[src/rtl/cp0_exc_if.sv]
// Commit-stage request bundle and CP0 direct-write/redirect bundle for the exception sequencer.
interface cp0_exc_if #(
  parameter int N_INT = 6
);
  logic [31:0]      commit_pc;
  logic             commit_valid;
  logic             commit_bd;
  logic             exc_req;
  logic [4:0]       exc_code;
  logic             exc_has_bva;
  logic [31:0]      exc_bva;
  logic             eret_req;
  logic [N_INT-1:0] int_lines;
  logic [31:0]      cp0_status;
  logic [31:0]      cp0_cause;
  logic [31:0]      cp0_epc;

  logic [31:0]      in_epc;
  logic [31:0]      in_status;
  logic [31:0]      in_cause;
  logic [31:0]      in_badVAddr;
  logic             we_epc;
  logic             we_status;
  logic             we_cause;
  logic             we_badVAddr;
  logic             flush;
  logic             redirect;
  logic [31:0]      redirect_pc;
  logic             busy;

  modport master (
    output commit_pc, commit_valid, commit_bd, exc_req, exc_code, exc_has_bva, exc_bva,
           eret_req, int_lines, cp0_status, cp0_cause, cp0_epc,
    input  in_epc, in_status, in_cause, in_badVAddr, we_epc, we_status, we_cause,
           we_badVAddr, flush, redirect, redirect_pc, busy
  );

  modport slave (
    input  commit_pc, commit_valid, commit_bd, exc_req, exc_code, exc_has_bva, exc_bva,
           eret_req, int_lines, cp0_status, cp0_cause, cp0_epc,
    output in_epc, in_status, in_cause, in_badVAddr, we_epc, we_status, we_cause,
           we_badVAddr, flush, redirect, redirect_pc, busy
  );
endinterface

[src/rtl/cp0_exc_ctrl.sv]
// Exception/ERET sequencer: arbitrates interrupt, exception and ERET in IDLE, then runs a
// fixed save-then-jump sequence driving the CP0 direct-write ports and the fetch redirect.
module cp0_exc_ctrl #(
  parameter logic [31:0] EXC_VECTOR = 32'h8000_0180,
  parameter int          N_INT      = 6
) (
  input  logic     clk,
  input  logic     res,
  cp0_exc_if.slave bus
);

  typedef enum logic [1:0] {IDLE, EXC_SAVE, ERET_SAVE, JUMP} state_t;

  state_t      state;
  logic        int_pend;
  logic        exl;
  logic [31:0] epc_val;

  function automatic logic [31:0] build_cause(input logic [31:0]      cause,
                                              input logic [4:0]       code,
                                              input logic [N_INT-1:0] lines,
                                              input logic             exl_now,
                                              input logic             bd);
    logic [31:0] c;
    c              = cause;
    c[6:2]         = code;
    c[10 +: N_INT] = lines;
    // A nested exception leaves EPC alone, so BD must keep describing the original EPC.
    if (!exl_now) c[31] = bd;
    return c;
  endfunction

  always_comb begin
    exl      = bus.cp0_status[1];
    int_pend = (|(bus.int_lines & bus.cp0_status[10 +: N_INT])) & bus.cp0_status[0] & ~exl
               & bus.commit_valid;
    epc_val  = bus.commit_bd ? (bus.commit_pc - 32'd4) : bus.commit_pc;
  end

  always_ff @(posedge clk) begin
    if (res) begin
      state           <= IDLE;
      bus.busy        <= 1'b0;
      bus.flush       <= 1'b0;
      bus.redirect    <= 1'b0;
      bus.we_epc      <= 1'b0;
      bus.we_status   <= 1'b0;
      bus.we_cause    <= 1'b0;
      bus.we_badVAddr <= 1'b0;
      bus.in_epc      <= '0;
      bus.in_status   <= '0;
      bus.in_cause    <= '0;
      bus.in_badVAddr <= '0;
      bus.redirect_pc <= '0;
    end else begin
      bus.flush       <= 1'b0;
      bus.redirect    <= 1'b0;
      bus.we_epc      <= 1'b0;
      bus.we_status   <= 1'b0;
      bus.we_cause    <= 1'b0;
      bus.we_badVAddr <= 1'b0;
      unique case (state)
        // IDLE: sample and arbitrate; the winner's writes are registered straight into the save state
        IDLE: begin
          if (int_pend || bus.exc_req) begin
            state           <= EXC_SAVE;
            bus.busy        <= 1'b1;
            bus.flush       <= 1'b1;
            bus.we_cause    <= 1'b1;
            bus.in_cause    <= build_cause(bus.cp0_cause, int_pend ? 5'd0 : bus.exc_code,
                                           bus.int_lines, exl, bus.commit_bd);
            bus.we_status   <= 1'b1;
            bus.in_status   <= bus.cp0_status | 32'd2;
            bus.we_epc      <= ~exl;
            bus.in_epc      <= epc_val;
            bus.we_badVAddr <= ~int_pend & bus.exc_has_bva;
            bus.in_badVAddr <= int_pend ? 32'd0 : bus.exc_bva;
            bus.redirect_pc <= EXC_VECTOR;
          end else if (bus.eret_req) begin
            state           <= ERET_SAVE;
            bus.busy        <= 1'b1;
            bus.flush       <= 1'b1;
            bus.we_status   <= 1'b1;
            bus.in_status   <= bus.cp0_status & ~32'd2;
            bus.redirect_pc <= bus.cp0_epc;
          end
        end
        // SAVE: strobes are visible this cycle; schedule the fetch redirect
        EXC_SAVE, ERET_SAVE: begin
          state        <= JUMP;
          bus.redirect <= 1'b1;
        end
        // JUMP: redirect is visible this cycle; reopen for requests
        JUMP: begin
          state    <= IDLE;
          bus.busy <= 1'b0;
        end
      endcase
    end
  end

endmodule

[src/flat_wrapper.sv]
// flat-port wrapper written by rule: the top's interface ports become plain ports
module cp0_exc_ctrl_flat 
#(
  parameter logic [31:0] EXC_VECTOR = 32'h8000_0180,
  parameter int          N_INT      = 6
)
  (clk, res, bus_commit_pc, bus_commit_valid, bus_commit_bd, bus_exc_req, bus_exc_code, bus_exc_has_bva, bus_exc_bva, bus_eret_req, bus_int_lines, bus_cp0_status, bus_cp0_cause, bus_cp0_epc, bus_in_epc, bus_in_status, bus_in_cause, bus_in_badVAddr, bus_we_epc, bus_we_status, bus_we_cause, bus_we_badVAddr, bus_flush, bus_redirect, bus_redirect_pc, bus_busy);
  cp0_exc_if #(.N_INT(N_INT)) bus_i ();
  input  logic clk;
  input  logic res;
  input wire logic [$bits(bus_i.commit_pc)-1:0] bus_commit_pc;
  input wire logic [$bits(bus_i.commit_valid)-1:0] bus_commit_valid;
  input wire logic [$bits(bus_i.commit_bd)-1:0] bus_commit_bd;
  input wire logic [$bits(bus_i.exc_req)-1:0] bus_exc_req;
  input wire logic [$bits(bus_i.exc_code)-1:0] bus_exc_code;
  input wire logic [$bits(bus_i.exc_has_bva)-1:0] bus_exc_has_bva;
  input wire logic [$bits(bus_i.exc_bva)-1:0] bus_exc_bva;
  input wire logic [$bits(bus_i.eret_req)-1:0] bus_eret_req;
  input wire logic [$bits(bus_i.int_lines)-1:0] bus_int_lines;
  input wire logic [$bits(bus_i.cp0_status)-1:0] bus_cp0_status;
  input wire logic [$bits(bus_i.cp0_cause)-1:0] bus_cp0_cause;
  input wire logic [$bits(bus_i.cp0_epc)-1:0] bus_cp0_epc;
  output wire logic [$bits(bus_i.in_epc)-1:0] bus_in_epc;
  output wire logic [$bits(bus_i.in_status)-1:0] bus_in_status;
  output wire logic [$bits(bus_i.in_cause)-1:0] bus_in_cause;
  output wire logic [$bits(bus_i.in_badVAddr)-1:0] bus_in_badVAddr;
  output wire logic [$bits(bus_i.we_epc)-1:0] bus_we_epc;
  output wire logic [$bits(bus_i.we_status)-1:0] bus_we_status;
  output wire logic [$bits(bus_i.we_cause)-1:0] bus_we_cause;
  output wire logic [$bits(bus_i.we_badVAddr)-1:0] bus_we_badVAddr;
  output wire logic [$bits(bus_i.flush)-1:0] bus_flush;
  output wire logic [$bits(bus_i.redirect)-1:0] bus_redirect;
  output wire logic [$bits(bus_i.redirect_pc)-1:0] bus_redirect_pc;
  output wire logic [$bits(bus_i.busy)-1:0] bus_busy;
  assign bus_i.commit_pc = bus_commit_pc;
  assign bus_i.commit_valid = bus_commit_valid;
  assign bus_i.commit_bd = bus_commit_bd;
  assign bus_i.exc_req = bus_exc_req;
  assign bus_i.exc_code = bus_exc_code;
  assign bus_i.exc_has_bva = bus_exc_has_bva;
  assign bus_i.exc_bva = bus_exc_bva;
  assign bus_i.eret_req = bus_eret_req;
  assign bus_i.int_lines = bus_int_lines;
  assign bus_i.cp0_status = bus_cp0_status;
  assign bus_i.cp0_cause = bus_cp0_cause;
  assign bus_i.cp0_epc = bus_cp0_epc;
  assign bus_in_epc = bus_i.in_epc;
  assign bus_in_status = bus_i.in_status;
  assign bus_in_cause = bus_i.in_cause;
  assign bus_in_badVAddr = bus_i.in_badVAddr;
  assign bus_we_epc = bus_i.we_epc;
  assign bus_we_status = bus_i.we_status;
  assign bus_we_cause = bus_i.we_cause;
  assign bus_we_badVAddr = bus_i.we_badVAddr;
  assign bus_flush = bus_i.flush;
  assign bus_redirect = bus_i.redirect;
  assign bus_redirect_pc = bus_i.redirect_pc;
  assign bus_busy = bus_i.busy;
  cp0_exc_ctrl #(.EXC_VECTOR(EXC_VECTOR), .N_INT(N_INT)) u_core (.clk(clk), .res(res), .bus(bus_i));
endmodule
[config.mk]
export PLATFORM = sky130hd
export DESIGN_NAME = cp0_exc_ctrl_flat
export DESIGN_NICKNAME = d
export VERILOG_FILES = /design/src/rtl/cp0_exc_if.sv /design/src/rtl/cp0_exc_ctrl.sv /design/src/flat_wrapper.sv
export SDC_FILE = /design/constraint.sdc
export NUM_CORES = 1
export LEC_CHECK = 0
export CORE_AREA = 2 2 135 137
export DETAILED_ROUTE_END_ITERATION = 12
export DIE_AREA = 0 0 137 139
export GPL_ROUTABILITY_DRIVEN = 0
export PLACE_DENSITY = 0.76
export SLEW_MARGIN = 40
export SYNTH_ARGS = -nofsm -noshare
export SYNTH_HDL_FRONTEND = slang
export SYNTH_SLANG_ARGS = --single-unit
[constraint.sdc]
create_clock -name clk -period 2.25 [get_ports clk]
set_input_delay 0.45 -clock clk [delete_from_list [all_inputs] [get_ports clk]]
set_output_delay 0.45 -clock clk [all_outputs]
set_load 0.02 [all_outputs]
---- Word-level counts from Yosys, hierarchy flattened ----
Cells that the tools add are included.
storage, ports and cells
  bits in registers ....................... 168
  input port bits ......................... 178
  output and inout port bits .............. 167
  word-level logic and storage cells ...... 55
cells by class
  add/sub/neg operators ................... 1
  equality and inequality tests ........... 4
  muxes and demuxes ....................... 18
  bitwise operators ....................... 9
  reduce and logical (&&, ||, !) cells .... 11
operators by type and width
  cell                     count
  $mux W32                 6
  $sub A32 B3 Y32 const B  1
  $mux W1                  7
  $and A6 B6 Y6            1
  $pmux W2 S3              1
  $reduce_and A2 Y1        3
  $reduce_or A6 Y1         1
  $mux W5                  1
  $and A1 B1 Y1            4
  $eq A2 B2 Y1 const B     2
  $mux W2                  2
  $not A1 Y1               4
  $reduce_bool A2 Y1       2
  $reduce_or A2 Y1         2
  $ne A3 B2 Y1 const B     1
  $reduce_or A3 Y1         1
  $eq A2 B1 Y1 const B     1
  $logic_not A2 Y1         1
  $pmux W1 S2              1
  $logic_or A1 B1 Y1       1

---- Depth between registers and ports, before layout ----
  word-level depth ........................ 8
  depth in mapped cells ................... 8
  gate-level depth less buffers ........... 6

---- Worst setup path after synthesis ----
Ideal clock, no wire load.
  kind .................................... input to register
  start ................................... in bus_int_lines[0]
  end ..................................... reg u_core.bus.redirect_pc[21] (netlist name)
  library setup time ...................... 0.059 ns
  data arrival time ....................... 1.894 ns
  data required time ...................... 2.191 ns
  path slack .............................. 0.297 ns
  stages on the path ...................... 7
  path buffers ............................ 2
  cells stage by stage .................... a22o_1 -> nor4_4 -> o21ai_2 -> nor2_1 -> buf_4 -> buf_2 -> a22o_1
on the way
  longest elaborated chain between the ends .. 8
  elaborated cells on any way between the ends .. 9
  those cells by class .................... 1 x mux; 4 x bitwise; 4 x reduce/logical
ends and longest elaborated chain
  item                                 line                text
  from (decl)                          flat_wrapper.sv:19  input wire logic [$bits(bus_i.int_lines)-1:0] bus_int_lines;
  $and A6 B6 Y6 *                      cp0_exc_ctrl.sv:35  int_pend = (|(bus.int_lines & bus.cp0_status[10 +: N_INT])) & bus.cp0_status[0] & ~exl
  $reduce_or A6 Y1 *                   cp0_exc_ctrl.sv:35
  $and A1 B1 Y1 * (2 in series)        cp0_exc_ctrl.sv:35
  $and A1 B1 Y1 *                      cp0_exc_ctrl.sv:36  & bus.commit_valid;
  $logic_or A1 B1 Y1 *                 cp0_exc_ctrl.sv:65  if (int_pend || bus.exc_req) begin
  $reduce_bool A2 Y1 (no source line)  n/a
  $reduce_and A2 Y1 (no source line)   n/a
  to (signal assigned)                 cp0_exc_ctrl.sv:85  bus.redirect_pc <= bus.cp0_epc;
  to (decl)                            cp0_exc_if.sv:42    we_badVAddr, flush, redirect, redirect_pc, busy
Mark *: on every way between the ends. The rest lies on a longest branch, timed or not.
A chain may end at the register's enable or synchronous reset.

---- Final worst setup path ----
  start ................................... in bus_commit_pc[4]
  end ..................................... reg u_core.bus.in_epc[12]
on the way
  longest elaborated chain between the ends .. 2
ends and longest elaborated chain
  item                  line                text
  from (decl)           flat_wrapper.sv:11  input wire logic [$bits(bus_i.commit_pc)-1:0] bus_commit_pc;
  $sub A32 B3 Y32       cp0_exc_ctrl.sv:37  epc_val = bus.commit_bd ? (bus.commit_pc - 32'd4) : bus.commit_pc;
  $mux W32              cp0_exc_ctrl.sv:37
  to (signal assigned)  cp0_exc_ctrl.sv:75  bus.in_epc <= epc_val;
  to (decl)             cp0_exc_if.sv:41    output in_epc, in_status, in_cause, in_badVAddr, we_epc, we_status, we_cause,
No other way between the ends.

==> flow_metrics.py <==
metrics = {
    "grt": {
        "grt_remaining_overflow": 0,
        "antenna_found_initial": 0,
        "grt_max_degree": 51,
        "grt_first_pass_wirelength_um": 31800,
        "first_global_vias": 6129,
        "grt_usage_pct": 21.1,
    },
    "routing": {
        "vias": 6327,
        "drt_pass1_iterations": 4,
        "routed_wl_um": 20600,
        "postRouteAntennaNets": 0,
        "drtIter0Drc": 202,
        "wl_per_cell_um": 16.0,
        "viasPerCell": 4.89,
        "drc_errors": 0,
    },
    "finish": {
        "layout.nets": 1232,
        "mostFrequentLayoutCell": "clkdlybuf4s50_1",
        "final_area_sq_mm": 0.0109,
        "area_delta_synth_final_pct": 71.1,
        "final_util_pct": 61.9,
        "drive_gt1_share_pct": 10.7,
        "antennaDiodeCount": 0,
        "final_cell_mix": "clkdlybuf4s50_1, dfxtp_1, nand2_1",
    },
    "critical_path": {
        "critPathMaxFanout": 4,
        "crit_type": "in -> reg",
        "cp_top_family": "simple AND/OR/NAND/NOR gates",
        "reg2reg_slack_ns": 0.50,
        "cpPeakStageDelay_ns": 0.47,
        "cp_slowest_cell": "clkdlybuf4s50_1",
        "cp_num_cells": 7,
        "end_kind": "flip-flop",
        "start_kind": "input port",
        "cp.arrival_ns": 2.31,
        "worstRegToRegCells": 7,
        "path_cells": "clkdlybuf4s50_1 > nor3b_4 > buf_4 > nand3_1 > or4_1 > xor2_1 > a211oi_1",
        "path_buf_inv": 2,
        "required_ns": 2.57,
    },
    "synth": {
        "mappedNetlistNets": 870,
        "yosys_register_bits": 168,
        "ys_seq_area_share_pct": 52.6,
        "async_flop_share_pct": 0,
        "synth_area_sq_mm": 0.00639,
        "synth_edf_count": 0,
        "syn_inst": 689,
        "ys_types": 50,
        "synthFlopType": "dfxtp_1",
        "syn_area_per_cell_sq_um": 9.27,
        "ys_warn_count": 0,
    },
    "floorplan": {
        "fp.dieArea_sq_mm": 0.0190,
        "coreArea_sq_mm": 0.0177,
        "io_pins": 345,
        "die_y_um": 139,
        "rows": 49,
        "die_x_um": 137,
        "initial_core_util_pct": 36.2,
    },
    "sta": {
        "skew_ns": 0.0126,
        "rsz0062_at_grt": "false",
        "setup_viol": 0,
        "min_period_ns": 1.99,
        "slew_headroom_pct": 66.6,
        "drv_slew": 0,
        "tightest_slew_ns": 0.498,
        "clock.fmax_mhz": 503,
        "tns_ns": 0,
        "finalCritPeriodShare_pct": 88.4,
        "hold_violations": 0,
    },
    "placed_design": {
        "placed_area_sq_mm": 0.0104,
        "io_buffers": 333,
        "hpwl_um": 15300,
    },
    "clock_network": {
        "htree_levels": 4,
        "tritoncts": "done",
        "root_buffer": "clkbuf_16",
        "path_clk_slew_ns": 0.07,
        "ctsHoldBuffers": 0,
        "clock_path_buffers": 2,
        "insertion_delay_ns": 0.42,
        "clock-sinks": 168,
        "cts_buffers": 17,
        "cts_resized": 0,
        "cts_setup_buffers": 0,
    },
    "worst_hold_path": {
        "whs_path_depth": 2,
        "min_path_type": "reg -> reg",
    },
    "power_and_ir_drop": {
        "powerDensity_mw_per_mm2": 814,
        "p_leak_nw": 4.09,
        "max-vdd-ir-drop_mv": 0.487,
    },
    "status": {
        "status": "finished clean",
    },
    "job": {
        "cap_violations": 0,
    },
}
-- per-stage QoR --
stage / instances / worst slack (ns) / total power (W) / hold WS (ns)
detailed placement: 1261 / -0.181 / 0.00615 / 0.446
global route: 1293 / 0.122 / 0.00933 / 0.455
floorplan: 689 / 0.297 / 0.00477 / 0.484
global placement: 1261 / -0.170 / 0.00612 / 0.441
CTS: 1293 / 0.250 / 0.00901 / 0.452
finish: 1293 / 0.261 / 0.00890 / 0.453
-- cell families (layout without fill, tap and decap cells) --
group                    Yosys count  in the layout  share of synthesized area (%)
AND/OR/NAND/NOR                  258            258                           19.5
AO/OA/AOI/OAI                    172            172                           18.8
flip-flops                       168            168                           52.6
buffers and inverters             58            433                           4.37
XOR/XNOR                          28             28                           3.84
adder cells (fa/ha/maj)            3              3                          0.587
multiplexers                       2              2                          0.313
-- power breakdown --
group	internal [W]	switching [W]	total (W)	leakage [nW]
Sequential	0.00331	0.000164	0.00347	1.38
Combinational	0.00127	0.00133	0.00259	2.44
Clock	0.00156	0.00128	0.00284	0.267
Total	0.00613	0.00277	0.00890	4.09
-- path summary, 6_finish.rpt --
path	start	endpoint
max	bus_commit_pc[4]	u_core.bus.in_epc[12]
max reg2reg	u_core.state[0]	u_core.bus.in_status[12]
min	u_core.bus.in_cause[25]	u_core.bus.in_cause[25]
min reg2reg	u_core.bus.in_cause[25]	u_core.bus.in_cause[25]
-- layer usage --
layer / track usage, % / vias up / part of all wire (%)
li1: - / 3154 / -
met1: 23.7 / 2895 / 39
met2: 35.7 / 245 / 49
met3: 8.37 / 33 / 10
met4: 7.92 / 0 / 2.7
met5: 0 / - / 0
-- worst min-delay path, delay by kind of cell, from the launching register on --
family | cells | cell delay, ns
AND/OR/NAND/NOR | 1 | 0.05
AO/OA/AOI/OAI | 1 | 0.05
flip-flops | 1 | 0.31
-- Yosys cell counts (2+ instances only) --
cell type | instances | area, sq um
dfxtp_1 | 168 | 3360
nand2_1 | 92 | 345
nor2_1 | 79 | 297
a21oi_1 | 63 | 315
a22oi_1 | 37 | 278
nand3_1 | 35 | 175
a22o_1 | 32 | 280
clkbuf_1 | 29 | 109
a211oi_1 | 25 | 188
xnor2_1 | 18 | 158
buf_2 | 17 | 85.1
nor3_1 | 14 | 70.1
xor2_1 | 10 | 87.6
inv_1 | 6 | 22.5
nor4_1 | 5 | 31.3
a211oi_2 | 4 | 50.1
nand3b_1 | 4 | 30.0
buf_6 | 3 | 33.8
ha_1 | 3 | 37.5
o22ai_1 | 3 | 18.8
or3_1 | 3 | 18.8
or4_1 | 3 | 22.5
buf_4 | 2 | 15.0
mux2i_1 | 2 | 20.0
nand2b_1 | 2 | 12.5
nor2b_1 | 2 | 12.5
nor3b_1 | 2 | 15.0
nor3b_4 | 2 | 37.5
nor4_2 | 2 | 25.0
nor4_4 | 2 | 42.5
-- flip-flops by register name (all words and copies together) (netlist names), 2 cells and up --
register and cells:
u_core.bus.redirect_pc 32, u_core.bus.in_epc 32, u_core.bus.in_cause 32, u_core.bus.in_status 32
u_core.bus.in_badVAddr 32, u_core.state 2
-- final cells by class --
cell class,instances,area (sq um)
fill,1497,6730
clock buffer,19,433
multi-input combinational,463,2770
inverter,6,22.5
sequential,168,3360
tap,229,287
timing repair buffer,395,3920
clock inverter,13,138
Note: power is estimated with default switching activity, not from simulation.
